**config.mk**
```make
export PLATFORM = sky130hd
export DESIGN_NAME = pc_sequencer_flat
export DESIGN_NICKNAME = d
export VERILOG_FILES = /design/src/rtl/pc_sequencer_if.sv /design/src/rtl/pc_sequencer.sv /design/src/flat_wrapper.sv
export SDC_FILE = /design/constraint.sdc
export NUM_CORES = 1
export LEC_CHECK = 0
export CAP_MARGIN = 10
export CORE_AREA = 4 4 153 155
export DETAILED_ROUTE_END_ITERATION = 16
export DIE_AREA = 0 0 157 159
export GPL_ROUTABILITY_DRIVEN = 0
export GPL_TIMING_DRIVEN = 0
export PLACE_DENSITY = 0.54
export SLEW_MARGIN = 15
export SYNTH_ARGS = -nofsm -noshare
export SYNTH_HDL_FRONTEND = slang
export SYNTH_SLANG_ARGS = --single-unit
```
**constraint.sdc**
```tcl
create_clock -name clk -period 6.3 [get_ports clk]
set_input_delay 0.945 -clock clk [delete_from_list [all_inputs] [get_ports clk]]
set_output_delay 0.945 -clock clk [all_outputs]
set_load 0.02 [all_outputs]
```
**src/rtl/pc_sequencer_if.sv**
```systemverilog
// Fetch/redirect bus between the next-PC sequencer and its surroundings
// (PC register, instruction memory, pipeline control).
// Optional feature macro: PC_EXC_EN adds the exception request line.
interface pc_sequencer_if;
  logic [31:0] pc_cur;
  logic [31:0] pc_next;
  logic        pc_ena;
  logic        imem_req;
  logic        imem_ack;
  logic        fetch_valid;
  logic        stall;
  logic        br_taken;
  logic [15:0] br_offset;
  logic        jump;
  logic [25:0] jump_index;
  logic        jr;
  logic [31:0] jr_target;
`ifdef PC_EXC_EN
  logic        exc;
`endif

  modport master (
`ifdef PC_EXC_EN
    input  exc,
`endif
    input  pc_cur, imem_ack, stall, br_taken, br_offset,
    input  jump, jump_index, jr, jr_target,
    output pc_next, pc_ena, imem_req, fetch_valid
  );

  modport slave (
`ifdef PC_EXC_EN
    output exc,
`endif
    output pc_cur, imem_ack, stall, br_taken, br_offset,
    output jump, jump_index, jr, jr_target,
    input  pc_next, pc_ena, imem_req, fetch_valid
  );
endinterface

```
**src/rtl/pc_sequencer.sv**
```systemverilog
// Next-PC sequencer: picks the next fetch address by fixed priority, runs the
// instruction fetch handshake, holds the PC on stalls and buffers redirects
// that arrive while the PC cannot be loaded.
// Optional feature macro: PC_EXC_EN enables the exception redirect (priority 4).
//
// state | meaning
// BOOT  | first cycle after reset, loads RESET_VECTOR
// FETCH | fetch of pc_cur outstanding, waiting for imem_ack
// HOLD  | fetch done but pipeline stalled, PC held until stall drops
module pc_sequencer (
  input  logic          clk,
  input  logic          rst,
  pc_sequencer_if.master bus
);
  localparam logic [31:0] RESET_VECTOR = 32'h0000_0000;
`ifdef PC_EXC_EN
  localparam logic [31:0] EXC_VECTOR   = 32'h0000_0080;
`endif

  typedef enum logic [1:0] {BOOT, FETCH, HOLD} state_t;

  state_t      state, state_nxt;
  logic        pending_valid, pending_valid_nxt;
  logic [31:0] pending_addr, pending_addr_nxt;
  logic [2:0]  pending_prio, pending_prio_nxt;

  logic [31:0] pc_plus4, br_target, jump_target, jr_addr;
  logic [2:0]  cur_prio;
  logic [31:0] cur_addr;
  logic [31:0] sel_addr;
  logic        capture;

  logic        req_int, fv_int, ena_int, buffer;
  logic [31:0] next_int;

  assign pc_plus4    = bus.pc_cur + 32'd4;
  assign br_target   = pc_plus4 + {{14{bus.br_offset[15]}}, bus.br_offset, 2'b00};
  assign jump_target = {pc_plus4[31:28], bus.jump_index, 2'b00};
  assign jr_addr     = {bus.jr_target[31:2], 2'b00};

  // Highest-priority redirect requested in this cycle (later ifs override).
  always_comb begin
    cur_prio = 3'd0;
    cur_addr = pc_plus4;
    if (bus.br_taken) begin
      cur_prio = 3'd1;
      cur_addr = br_target;
    end
    if (bus.jump) begin
      cur_prio = 3'd2;
      cur_addr = jump_target;
    end
    if (bus.jr) begin
      cur_prio = 3'd3;
      cur_addr = jr_addr;
    end
`ifdef PC_EXC_EN
    if (bus.exc) begin
      cur_prio = 3'd4;
      cur_addr = EXC_VECTOR;
    end
`endif
  end

  // Buffered redirect only wins when strictly higher than the live one.
  assign sel_addr = (pending_valid && (pending_prio > cur_prio)) ? pending_addr : cur_addr;
  assign capture  = (cur_prio != 3'd0) && (!pending_valid || (cur_prio >= pending_prio));

  // State and pending-buffer registers.
  always_ff @(posedge clk or negedge rst) begin
    if (!rst) begin
      state         <= BOOT;
      pending_valid <= 1'b0;
      pending_addr  <= 32'd0;
      pending_prio  <= 3'd0;
    end else begin
      state         <= state_nxt;
      pending_valid <= pending_valid_nxt;
      pending_addr  <= pending_addr_nxt;
      pending_prio  <= pending_prio_nxt;
    end
  end

  // Next-state, handshake outputs and pending-buffer update.
  always_comb begin
    state_nxt         = state;
    pending_valid_nxt = pending_valid;
    pending_addr_nxt  = pending_addr;
    pending_prio_nxt  = pending_prio;
    req_int           = 1'b0;
    fv_int            = 1'b0;
    ena_int           = 1'b1;
    next_int          = sel_addr;
    buffer            = 1'b0;
    unique case (state)
      BOOT: begin
        next_int  = RESET_VECTOR;
        ena_int   = 1'b0;
        state_nxt = FETCH;
      end
      FETCH: begin
        req_int = 1'b1;
        if (!bus.imem_ack) begin
          buffer = 1'b1;
        end else if (!bus.stall) begin
          fv_int            = 1'b1;
          ena_int           = 1'b0;
          pending_valid_nxt = 1'b0;
          pending_addr_nxt  = 32'd0;
          pending_prio_nxt  = 3'd0;
        end else begin
          // Ack consumed under stall: keep any redirect for the HOLD exit.
          buffer    = 1'b1;
          state_nxt = HOLD;
        end
      end
      HOLD: begin
        if (bus.stall) begin
          buffer = 1'b1;
        end else begin
          ena_int           = 1'b0;
          pending_valid_nxt = 1'b0;
          pending_addr_nxt  = 32'd0;
          pending_prio_nxt  = 3'd0;
          state_nxt         = FETCH;
        end
      end
      default: begin
        state_nxt = BOOT;
      end
    endcase
    if (buffer && capture) begin
      pending_valid_nxt = 1'b1;
      pending_addr_nxt  = cur_addr;
      pending_prio_nxt  = cur_prio;
    end
  end

  // Reset forces outputs idle immediately, independent of the clock.
  assign bus.imem_req    = rst & req_int;
  assign bus.fetch_valid = rst & fv_int;
  assign bus.pc_ena      = ~rst | ena_int;
  assign bus.pc_next     = rst ? next_int : 32'd0;
endmodule

```
**src/flat_wrapper.sv**
```systemverilog
// flat-port wrapper written by rule: the top's interface ports become plain ports
module pc_sequencer_flat 
  (clk, rst, bus_pc_cur, bus_imem_ack, bus_stall, bus_br_taken, bus_br_offset, bus_jump, bus_jump_index, bus_jr, bus_jr_target, bus_pc_next, bus_pc_ena, bus_imem_req, bus_fetch_valid);
  pc_sequencer_if bus_i ();
  input  logic clk;
  input  logic rst;
  input wire logic [$bits(bus_i.pc_cur)-1:0] bus_pc_cur;
  input wire logic [$bits(bus_i.imem_ack)-1:0] bus_imem_ack;
  input wire logic [$bits(bus_i.stall)-1:0] bus_stall;
  input wire logic [$bits(bus_i.br_taken)-1:0] bus_br_taken;
  input wire logic [$bits(bus_i.br_offset)-1:0] bus_br_offset;
  input wire logic [$bits(bus_i.jump)-1:0] bus_jump;
  input wire logic [$bits(bus_i.jump_index)-1:0] bus_jump_index;
  input wire logic [$bits(bus_i.jr)-1:0] bus_jr;
  input wire logic [$bits(bus_i.jr_target)-1:0] bus_jr_target;
  output wire logic [$bits(bus_i.pc_next)-1:0] bus_pc_next;
  output wire logic [$bits(bus_i.pc_ena)-1:0] bus_pc_ena;
  output wire logic [$bits(bus_i.imem_req)-1:0] bus_imem_req;
  output wire logic [$bits(bus_i.fetch_valid)-1:0] bus_fetch_valid;
  assign bus_i.pc_cur = bus_pc_cur;
  assign bus_i.imem_ack = bus_imem_ack;
  assign bus_i.stall = bus_stall;
  assign bus_i.br_taken = bus_br_taken;
  assign bus_i.br_offset = bus_br_offset;
  assign bus_i.jump = bus_jump;
  assign bus_i.jump_index = bus_jump_index;
  assign bus_i.jr = bus_jr;
  assign bus_i.jr_target = bus_jr_target;
  assign bus_pc_next = bus_i.pc_next;
  assign bus_pc_ena = bus_i.pc_ena;
  assign bus_imem_req = bus_i.imem_req;
  assign bus_fetch_valid = bus_i.fetch_valid;
  pc_sequencer u_core (.clk(clk), .rst(rst), .bus(bus_i));
endmodule
```
==> impl_metrics.csv <==
group,metric,value,unit
status,outcome,"finished, final reports clean",
routing,drc,0,
synthesis,synth_most_common_cell,"nand2_1",
floorplanning,rows,54,
finish,synthToLayoutAreaGrowth,42.1,%
cts,cts_tree,"built",
place,placedCellCount,1158,
timing,min_period,6.09,ns
worst_setup_path,crit_slowest_cell,"clkdlybuf4s50_1",
cts,htreeDepth,2,
worst_setup_path,cp_max_fo,6,
synthesis,synth_seq_cells,37,
floorplanning,ioPinCount,148,
global_route,grt_start_max_net_pins,27,
routing,routed_wl,22700,um
worst_setup_path,cp-start-kind,"primary input",
finish,fin_area,7460,um^2
routing,dr.pass1.iters,5,
floorplanning,die-area,25000,um^2
power_and_ir_drop,intPower,0.000934,W
global_route,met1_usage,0.249,
synthesis,synth_edf_count,0,
cts,cts_buffer_depth,2,
worst_setup_path,cpMostUsedCell,"clkdlybuf4s50_1",
timing,finalMaxSlewViolations,0,
place,dp_hpwl,18700,um
routing,drtIter0Drc,466,
global_route,busiest_layer,"met2",
finish,fill_cells,2364,
power_and_ir_drop,share_comb_of_total_power,0.625,
power_and_ir_drop,total_power,0.00177,W
timing,finalCritPeriodShare,0.966,
worst_setup_path,cp_data_arrival_time,5.14,ns
synthesis,synth.net_count,891,
finish,stdcell_count,1179,
power_and_ir_drop,clkPwrFrac,0.167,
power_and_ir_drop,p_switching,0.000837,W
global_route,grt.met2_usage,0.281,
worst_setup_path,max_stage_delay,0.67,ns
timing,maxSlewHeadroom,0.237,
floorplanning,initial_utilization,0.241,
timing,tightest_slew,1.14,ns
floorplanning,die_h,159,um
global_route,grt.overflow.total,0,
worst_setup_path,critPathKind,"in -> out",
timing,max_freq,0.164,GHz
global_route,antenna_found_initial,0,
routing,via_per_inst,5.36,
finish,final_net_count,1055,
power_and_ir_drop,p_leak,3.11,nW
routing,routedWlPerCell,19.3,um
worst_setup_path,setup.worst_path.end_class,"primary output",
worst_setup_path,required,5.35,ns
finish,antenna_cells,0,
place,placedInstanceArea,7050,um^2
finish,layout-drive-gt1-share,0.0701,
synthesis,ys_warn_count,0,
cts,cts_buffers,5,
synthesis,yosys-top-cells-count,"nand2_1, nand3_1, a21oi_1",
timing,worst_clock_skew,0.0110,ns
floorplanning,core-area,21800,um^2
cts,cts_num_sinks,37,
timing,hold-worst-slack,0.498,ns
synthesis,synth_cell_types,67,
worst_setup_path,crit_chain,"clkdlybuf4s50_1, nand4_2, nor3_4, xor2_2, ha_1, a21oi_1, nand2_1, a211oi_2, a21oi_2, o31a_1, o2111ai_1, nand3_1, o41ai_2, clkdlybuf4s50_1",
floorplanning,die_width,157,um
power_and_ir_drop,switching_share,0.473,
global_route,grt_pass1_vias,5876,
synthesis,synthFlopType,"dfrtp_1",
place,numPortBuffers,143,
flow_run,maxCapViolCount,0,
timing,worst_slack,0.213,ns
global_route,globalRouteTotalUtil,0.173,
timing,hold_viol,0,
cts,clkLatencyLatePin,0.29,ns
global_route,met3_usage,0.0212,
cts,cts-root-buf,"clkbuf_16",
routing,num_vias,6318,
synthesis,synthCells,734,
synthesis,async_reset_ff_frac,1.00,
routing,postRouteAntennaNets,0,
power_and_ir_drop,power_density,237,nW/um^2
worst_setup_path,reg2regPathDepth,7,
power_and_ir_drop,seq_power_share,0.208,
synthesis,synthTopCellsByArea,"dfrtp_1, ha_1, nand2_1",
synthesis,synthesis.area,5250,um^2
global_route,grt_pass1_wl,34300,um
place,dpl_worst_slack,-0.539,ns
worst_hold_path,min_path_type,"reg -> reg",
worst_hold_path,hold_depth,2,
synthesis,synth_top_cell_area_share,0.176,
power_and_ir_drop,ir_drop,0.126,mV
cts,clk_pin_slew,0.06,ns
synthesis,synth_top_cell_by_area,"dfrtp_1",
synthesis,seq_area_frac_synth,0.176,
synthesis,syn_area_per_cell,7.15,um^2
timing,setup_viol,0,
final cells by class:
| cell class | instances | area [um^2] | area share |
|---|---|---|---|
| tap | 280 | 350 | 0.0469 |
| timing repair buffer | 158 | 1560 | 0.209 |
| sequential | 37 | 926 | 0.124 |
| clock inverter | 2 | 38.8 | 0.00520 |
| inverter | 21 | 78.8 | 0.0106 |
| buffer | 43 | 165 | 0.0221 |
| clock buffer | 6 | 129 | 0.0173 |
| multi-input combinational | 632 | 4220 | 0.565 |
path summary, 6_finish.rpt:
check	from	endpoint	slack, ns
min	u_core.pending_addr[26]	u_core.pending_addr[26]	0.50
max	bus_pc_cur[6]	bus_pc_next[17]	0.21
min reg2reg	u_core.pending_addr[26]	u_core.pending_addr[26]	0.50
min in group asynchronous	rst	u_core.pending_addr[8]	0.58
max in group asynchronous	rst	u_core.pending_addr[23]	5.24
max reg2reg	u_core.pending_prio[1]	u_core.pending_addr[29]	3.17
power by group through the flow:
| stage | combinational, W | clock [W] | sequential [W] |
|---|---|---|---|
| 2_1_floorplan | 0.000655 | 0 | 0.000360 |
| 3_3_place_gp | 0.00108 | 0 | 0.000369 |
| 3_5_place_dp | 0.00109 | 0 | 0.000371 |
| 4_1_cts | 0.00109 | 0.000295 | 0.000368 |
| 5_1_grt | 0.00120 | 0.000308 | 0.000379 |
| 6_report | 0.00111 | 0.000296 | 0.000369 |
cells by family after synthesis:
family,share of synthesized area
adders and majority gates,0.106
DFF,0.176
xor gates and xnor gates,0.0651
muxes,0.0153
and+or+nand+nor,0.264
buffers and inverters,0.0469
AOI/OAI and AO/OA,0.326
state kept, by name, indices dropped and copies added, names as in the netlist:
| register | cells |
|---|---|
| u_core.pending_valid | 1 |
| u_core.state | 2 |
| u_core.pending_prio | 2 |
| u_core.pending_addr | 32 |
stage by stage:
step / utilization / TNS, ns
global placement: 0.322 / -3.42
finish: 0.342 / 0
global route: 0.342 / -0.0123
CTS: 0.336 / -0.0186
detailed placement: 0.323 / -3.53
floorplan: - / 0
cell usage in the layout, fill, tap and decap left out, drive strengths merged, types with 6 or more instances in the layout:
master,netlist,routed
nand2,82,82
o31ai,10,10
clkbuf,38,43
buf,6,23
nand3,59,59
and3,10,10
o21a,10,10
dfrtp,37,37
o21ai,65,65
a22oi,6,6
or3,9,9
nand3b,6,6
nand4,11,11
a31oi,13,13
nor2,46,46
clkdlybuf4s50,0,128
nor2b,6,6
dlymetal6s2s,0,7
ha,43,43
mux2i,8,8
inv,21,21
a21oi,58,58
nor3,22,22
a211oi,19,19
dlygate4sd2,0,6
o211ai,14,14
xnor2,22,22
a21o,16,16
o22ai,16,16
xor2,17,17
and2,10,10
metal layers:
layer  wire, um  up-vias
met5          0        -
met1      10600     3010
met3       1330       17
met4        306        0
li1           -     3087
met2      10500      204
worst max-delay path: cells and delay by family:
| family | cells | cell delay, ns |
|---|---|---|
| AND/OR/NAND/NOR | 4 | 0.84 |
| AO/OA/AOI/OAI | 6 | 1.50 |
| XOR/XNOR | 1 | 0.26 |
| adder cells (fa/ha/maj) | 1 | 0.31 |
| buffers and inverters | 2 | 1.28 |
timing repair:
action / in CTS / in global routing
pin swaps: 4 / 5
gates resized for setup: 23 / 23
setup endpoints to repair: 13 / 18
hold buffers: 0 / 0
buffers inserted: 6 / 8
Note: power is estimated with default switching activity, not from simulation.
